--- src/rtl/gato_pkg.sv ---
// rtl/gato_pkg.sv - shared types and constants for the Gato turn controller
package gato_pkg;

    typedef enum logic [1:0] {
        TURNO  = 2'd0,
        EVALUA = 2'd1,
        FIN    = 2'd2
    } estado_t;

    localparam logic [1:0] GAN_NADIE  = 2'b00;
    localparam logic [1:0] GAN_J1     = 2'b01;
    localparam logic [1:0] GAN_J2     = 2'b10;
    localparam logic [1:0] GAN_EMPATE = 2'b11;

    localparam int N_CASILLAS = 9;
    localparam int N_LINEAS   = 8;

    // Three rows, three columns, two diagonals; bit i is cell i.
    localparam logic [N_LINEAS-1:0][N_CASILLAS-1:0] LINEAS = {
        9'h054, 9'h111,
        9'h124, 9'h092, 9'h049,
        9'h1C0, 9'h038, 9'h007
    };

endpackage

--- src/rtl/detector_linea.sv ---
// rtl/detector_linea.sv - flags a board that holds any complete line of three
module detector_linea
    import gato_pkg::*;
(
    input  logic [N_CASILLAS-1:0] tablero,
    output logic                  linea
);

    always_comb begin
        linea = 1'b0;
        for (int i = 0; i < N_LINEAS; i++) begin
            if ((tablero & LINEAS[i]) == LINEAS[i]) begin
                linea = 1'b1;
            end
        end
    end

endmodule

--- src/rtl/control_turnos.sv ---
// rtl/control_turnos.sv - turn arbitration, move validation and win/draw evaluation
module control_turnos
    import gato_pkg::*;
#(
    parameter int unsigned PRIMER_JUGADOR = 0,
    parameter int unsigned TIEMPO_TURNO   = 0,
    parameter int unsigned ANCHO_CONT     = 16
) (
    input  logic                  clk,
    input  logic                  reset,
    input  logic                  reiniciar_partida,
    input  logic                  j1_valido,
    input  logic [3:0]            j1_casilla,
    input  logic                  j2_valido,
    input  logic [3:0]            j2_casilla,
    output logic [N_CASILLAS-1:0] tablero_j1,
    output logic [N_CASILLAS-1:0] tablero_j2,
    output logic                  turno,
    output logic                  j1_ack,
    output logic                  j2_ack,
    output logic                  mov_invalido,
    output logic                  tiempo_agotado,
    output logic [1:0]            ganador,
    output logic                  fin_juego
);

    localparam logic TURNO_INICIAL = 1'(PRIMER_JUGADOR);
    localparam logic [ANCHO_CONT-1:0] CONT_LIMITE =
        (TIEMPO_TURNO == 0) ? '0 : ANCHO_CONT'(TIEMPO_TURNO - 1);

    estado_t               estado_q, estado_d;
    logic [N_CASILLAS-1:0] tab1_q, tab1_d, tab2_q, tab2_d;
    logic                  turno_q, turno_d;
    logic                  ack1_q, ack1_d, ack2_q, ack2_d;
    logic                  inval_q, inval_d, agotado_q, agotado_d;
    logic [1:0]            gan_q, gan_d;
    logic [ANCHO_CONT-1:0] cont_q, cont_d;

    logic                  req_valido;
    logic [3:0]            req_casilla;
    logic [N_CASILLAS-1:0] req_mascara;
    logic                  legal;
    logic                  linea_j1, linea_j2;

    detector_linea u_linea_j1 (.tablero(tab1_q), .linea(linea_j1));
    detector_linea u_linea_j2 (.tablero(tab2_q), .linea(linea_j2));

    // Only the player on turn is ever looked at; cells 9..15 give an empty mask.
    assign req_valido  = turno_q ? j2_valido  : j1_valido;
    assign req_casilla = turno_q ? j2_casilla : j1_casilla;
    assign req_mascara = N_CASILLAS'(1) << req_casilla;
    assign legal       = req_valido && (req_casilla < 4'd9) &&
                         (((tab1_q | tab2_q) & req_mascara) == '0);

    always_comb begin
        estado_d  = estado_q;
        tab1_d    = tab1_q;
        tab2_d    = tab2_q;
        turno_d   = turno_q;
        ack1_d    = 1'b0;
        ack2_d    = 1'b0;
        inval_d   = 1'b0;
        agotado_d = 1'b0;
        gan_d     = gan_q;
        cont_d    = cont_q;

        if (reiniciar_partida) begin
            estado_d = TURNO;
            tab1_d   = '0;
            tab2_d   = '0;
            turno_d  = TURNO_INICIAL;
            gan_d    = GAN_NADIE;
            cont_d   = '0;
        end else begin
            case (estado_q)
                TURNO: begin
                    if (legal) begin
                        if (turno_q) begin
                            tab2_d = tab2_q | req_mascara;
                            ack2_d = 1'b1;
                        end else begin
                            tab1_d = tab1_q | req_mascara;
                            ack1_d = 1'b1;
                        end
                        cont_d   = '0;
                        estado_d = EVALUA;
                    end else begin
                        inval_d = req_valido;
                        if (TIEMPO_TURNO != 0) begin
                            if (cont_q == CONT_LIMITE) begin
                                turno_d   = ~turno_q;
                                agotado_d = 1'b1;
                                cont_d    = '0;
                            end else begin
                                cont_d = cont_q + ANCHO_CONT'(1);
                            end
                        end
                    end
                end
                EVALUA: begin
                    // Only the player who just moved can have completed a line.
                    if (turno_q ? linea_j2 : linea_j1) begin
                        gan_d    = turno_q ? GAN_J2 : GAN_J1;
                        estado_d = FIN;
                    end else if ((tab1_q | tab2_q) == '1) begin
                        gan_d    = GAN_EMPATE;
                        estado_d = FIN;
                    end else begin
                        turno_d  = ~turno_q;
                        cont_d   = '0;
                        estado_d = TURNO;
                    end
                end
                FIN: begin
                    estado_d = FIN;
                end
                default: begin
                    estado_d = TURNO;
                end
            endcase
        end
    end

    always_ff @(posedge clk) begin
        if (reset) begin
            estado_q  <= TURNO;
            tab1_q    <= '0;
            tab2_q    <= '0;
            turno_q   <= TURNO_INICIAL;
            ack1_q    <= 1'b0;
            ack2_q    <= 1'b0;
            inval_q   <= 1'b0;
            agotado_q <= 1'b0;
            gan_q     <= GAN_NADIE;
            cont_q    <= '0;
        end else begin
            estado_q  <= estado_d;
            tab1_q    <= tab1_d;
            tab2_q    <= tab2_d;
            turno_q   <= turno_d;
            ack1_q    <= ack1_d;
            ack2_q    <= ack2_d;
            inval_q   <= inval_d;
            agotado_q <= agotado_d;
            gan_q     <= gan_d;
            cont_q    <= cont_d;
        end
    end

    assign tablero_j1     = tab1_q;
    assign tablero_j2     = tab2_q;
    assign turno          = turno_q;
    assign j1_ack         = ack1_q;
    assign j2_ack         = ack2_q;
    assign mov_invalido   = inval_q;
    assign tiempo_agotado = agotado_q;
    assign ganador        = gan_q;
    assign fin_juego      = (estado_q == FIN);

endmodule

--- config.mk ---
export PLATFORM = sky130hd
export DESIGN_NAME = control_turnos
export DESIGN_NICKNAME = d
export VERILOG_FILES = /design/src/rtl/gato_pkg.sv /design/src/rtl/detector_linea.sv /design/src/rtl/control_turnos.sv
export SDC_FILE = /design/constraint.sdc
export NUM_CORES = 1
export LEC_CHECK = 0
export CAP_MARGIN = 15
export CORE_MARGIN = 1.5
export CORE_UTILIZATION = 38
export DETAILED_ROUTE_END_ITERATION = 8
export PLACE_DENSITY = 0.77
export SLEW_MARGIN = 20
export SYNTH_ARGS = -nofsm -noshare
export SYNTH_HDL_FRONTEND = slang
export SYNTH_SLANG_ARGS = --single-unit
--- constraint.sdc ---
create_clock -name clk -period 2.3 [get_ports clk]
set_input_delay 0.46 -clock clk [delete_from_list [all_inputs] [get_ports clk]]
set_output_delay 0.46 -clock clk [all_outputs]
set_load 0.02 [all_outputs]
After elaboration in Yosys (flattened, before gate mapping)
Cells that the tools add are included.

cells by class
  muxes and demuxes = 28
  magnitude comparators = 1
  bitwise operators = 9
  equality and inequality tests = 20
  shifts and indexed selects = 1
  reductions and logical operators = 12

operator list
  kind                                                                    number
  3-bit equality test (second input constant)                             16
  9-bit OR                                                                3
  1-bit 2-to-1 mux                                                        20
  2-bit 2-to-1 mux                                                        6
  9-bit bitwise AND                                                       1
  9-bit equality test (second input constant)                             1
  9-bit logical NOT                                                       1
  3-bit AND reduction                                                     3
  1-bit by 4-bit left shift with 9-bit output (first input constant)      1
  4-bit OR reduction                                                      2
  2-bit case mux with 3 select lines                                      1
  1-bit NOT                                                               5
  4-bit less-than comparator (second input constant)                      1
  4-bit 2-to-1 mux                                                        1
  2-bit by 1-bit equality test with 1-bit output (second input constant)  1
  2-bit equality test (second input constant)                             1
  1-bit logical AND                                                       2
  2-bit logical NOT                                                       1
  2-bit inequality test (second input constant)                           1
  2-bit AND reduction                                                     1
  2-bit nonzero test                                                      1
  2-bit OR reduction                                                      1

storage, ports and cells
  output and inout bits = 26
  register bits = 26
  input bits = 13
  word-level logic and storage cells = 79

Logic depth before layout (Yosys ltp)
  depth after elaboration = 12
  mapped depth = 7
  gate-level depth less buffers = 5

Cells and area by module
A second synthesis with hierarchy kept.

second synthesis, totals
  cells, all modules = 171
  area, all modules = 1498.9 sq um

by module, submodules not included
  module          area an instance (sq um)  times used  cells an instance  sequential area each (sq um)
  control_turnos  1388.8                    1           157                520.5
  detector_linea  55.1                      2           7                  0.0

Worst setup path before layout
OpenSTA, ideal clock, no wires.

  path kind = register to register
  start point = register turno_q, in the netlist turno
  end point = register tab1_q[1], in the netlist tablero_j1[1]
  setup slack = 0.462 ns
  period minus slack after synthesis = 1.838 ns
  stages on the path, launching flop included = 7
  data required time = 2.228 ns
  arrival time = 1.766 ns
  buffers on the path = 1
  setup time = 0.072 ns
  cells stage by stage = dfxtp_1 buf_4 mux2i_1 nand2_1 a31oi_1 nand4_2 o21ai_1

on the way
  cells in the longest elaborated chain, start to end = 6
  elaborated cells between the ends (all ways) = 11
  classes of those cells = order compare (1); shift (1); mux (2); bitwise (3); reduce/logical (4)

RTL lines
  element                                      RTL line               source
  start, declared                              control_turnos.sv:33   logic turno_q, turno_d;
  start signal, assigned                       control_turnos.sv:140  turno_q <= turno_d;
  4-bit 2-to-1 mux                             control_turnos.sv:50   assign req_casilla = turno_q ? j2_casilla : j1_casilla;
  1-bit by 4-bit left shift with 9-bit output  control_turnos.sv:51   assign req_mascara = N_CASILLAS'(1) << req_casilla;
  9-bit bitwise AND                            control_turnos.sv:53   (((tab1_q | tab2_q) & req_mascara) == '0);
  9-bit logical NOT                            control_turnos.sv:53
  1-bit logical AND                            control_turnos.sv:52   assign legal = req_valido && (req_casilla < 4'd9) &&
  3-bit AND reduction (no source line)         n/a
  end signal, assigned                         control_turnos.sv:138  tab1_q <= tab1_d;
  end, declared                                control_turnos.sv:32   logic [N_CASILLAS-1:0] tab1_q, tab1_d, tab2_q, tab2_d;

Several ways; a longest one is shown, not always the timed one.
A chain may end at the register's enable or synchronous reset.

Worst setup path after layout
  start point = register turno_q, in the netlist turno
  end point = output turno

RTL lines
  element        RTL line              source
  end, declared  control_turnos.sv:18  output logic turno,

No word-level cell between the ends.

==> metrics.cfg <==
[cts]
clk_pin_slew_worst_paths_ns=0.14
post_cts_resized=0
postCtsSetupRepairBufs=0
clk_latency_ns=0.32
cts_root_buf=clkbuf_4
hold_buffers=0
numClockSinks=26
cts_max_path_buffers=2
htreeDepth=1
cts_tree=built
cts_made_buffers=3

[run_status]
status=finished, final reports clean

[die]
fp-row-count=21
ios=39
die_area_um2=4030
die_h_um=63.5
core_um2=3420
start_util_pct=40.7
fp.dieW_um=63.5

[synth]
syn_nets=185
synth_flop_cell=dfxtp_1
yosys-top-cells-area=dfxtp_1 (37%), nand2_1 (9.5%), o21ai_1 (6.8%), a22o_1 (5.7%), nor2_1 (3.0%)
synthTopCellsByCount=nand2_1 (35), dfxtp_1 (26), o21ai_1 (19)
yosys.area.top_type=dfxtp_1
avgSynthCellArea_um2=8.08
ys_warn_count=0
synth_enable_flop_cells=0
ys_seq_elements=26
post-synth-top-count-cell=nand2_1
ys_seq_area_share_pct=37.4
synth-async-reset-ratio_pct=0
yosysUniqueCellTypes=40
synth_top_cell_area_share_pct=37.4
syn_inst=172
synth_area_um2=1390

[cells_and_area]
fin_util_pct=57.0
synthToLayoutAreaGrowth_pct=40.0
fin_area_um2=1950
antenna_cells=0
drive_gt1_share_pct=12.2
layout.nets=236

[drt]
drcViolationCount=0
wl_per_cell_um=14.3
num_vias=1482
ant_nets=0
first_pass_iters=4
vias_per_cell=5.53
drtIter0Drc=117
wl_um=3830

[flow_run]
drv_cap=0

[timing]
tightest_slew_ns=0.670
finalWorstSetupSlack_ns=0.127
fin_worst_skew_ns=0.00334
fin_crit_sh_pct=94.5
post-route-min-period_ns=2.17
rsz0062_at_grt=false
slew_headroom_pct=54.7
final.setup.tns_ns=0
hold_violations=0
fmax_mhz=460
final_max_slew_viol_count=0
setup_viol=0

[power_and_ir_drop]
totalPowerFinal_mw=0.881
peakVddDrop_mv=0.296
power_density_nw_per_um2=453
p_leak_nw=0.726

[worst_hold_path]
hold_path_class=reg -> reg

[global_routing]
grt_pass1_vias=1343
grt-ovfl-total=0
grt_pass1_wl_um=6170
grt_use_total_pct=19.4
antenna_found_initial=0
grt_max_degree=20

[critical_path]
crit_fanout=16
end_kind=primary output
cp.arrival_ns=1.71
critPathKind=reg -> out
required_ns=1.84
start_kind=flop

[placement]
dp_hpwl_um=2870
place_ws_ns=-0.0817
place.gp.congestion=0.792
portBuffers=37
placed_cell_area_um2=1890

registers in the layout (all words and copies together) (netlist names):
signal        cells
ganador           2
j2_ack            1
tablero_j1        9
tablero_j2        9
j1_ack            1
turno             1
estado_q          2
mov_invalido      1
where the power goes:
| part | leakage (nW) | switching [mW] | internal [mW] |
|---|---|---|---|
| sequential | 0.210 | 0.00295 | 0.454 |
| clock | 0.0279 | 0.137 | 0.176 |
| combinational | 0.489 | 0.0555 | 0.0558 |
cells in the final DEF, fill, tap and decap left out, drive strengths merged, types with 3 or more instances in the layout:
master and count:
nor2b 3, nand2 35, or2 3, nor2 11, a22oi 4, a22o 9, o21a 3, o22ai 4
dfxtp 26, nand2b 3, clkdlybuf4s50 37, clkbuf 3, mux2i 4, a21oi 3, inv 5, nor3 7
buf 14, o21ai 21
path summary, 6_finish.rpt:
kind | from | end | slack (ns) | cells past startpoint
worst max-delay path | turno$_SDFFE_PP0P_ | turno | 0.13 | 2
worst min-delay path | ganador[1]$_SDFFE_PP0P_ | ganador[1]$_SDFFE_PP0P_ | 0.50 | 1
worst max register to register | turno$_SDFFE_PP0P_ | tablero_j2[5]$_SDFFE_PP0P_ | 0.26 | 7
worst min register to register | ganador[1]$_SDFFE_PP0P_ | ganador[1]$_SDFFE_PP0P_ | 0.50 | 1
logic make-up (layout without fill, tap and decap cells):
family,Yosys count,in the layout,share of synthesized area [%]
AOI/OAI and AO/OA,56,56,28.2
other,1,1,0.270
muxes,5,5,3.69
and+or+nand+nor,74,74,26.9
DFF,26,26,37.4
buffers and inverters,10,60,3.51
through the flow:
stage / std cells / hold slack, ns
after global placement: 264 / 0.470
final: 268 / 0.503
after floorplan: 172 / 0.526
after detailed placement: 264 / 0.477
after global routing: 268 / 0.535
after CTS: 268 / 0.510
per-layer routing:
metal | vias to the layer above | share of wire [%] | track usage, %
li1 | 728 | - | -
met1 | 685 | 44 | 25.3
met2 | 65 | 47 | 32.6
met3 | 4 | 7.6 | 2.50
met4 | 0 | 1.3 | 6.79
met5 | - | 0 | 0
layout make-up:
type	instances	area, um^2
tap	46	57.6
clock inverter	1	30.0
multi-input combinational	136	821
clock buffer	3	22.5
inverter	5	18.8
sequential	26	520
timing repair buffer	51	475
fill	333	1470
worst max-delay path, cell delays in order (launching register included):
cell             delay (ns)
dfxtp_1                0.52
buf_4                  0.26
clkdlybuf4s50_1        0.62
Note: power is estimated with default switching activity, not from simulation.
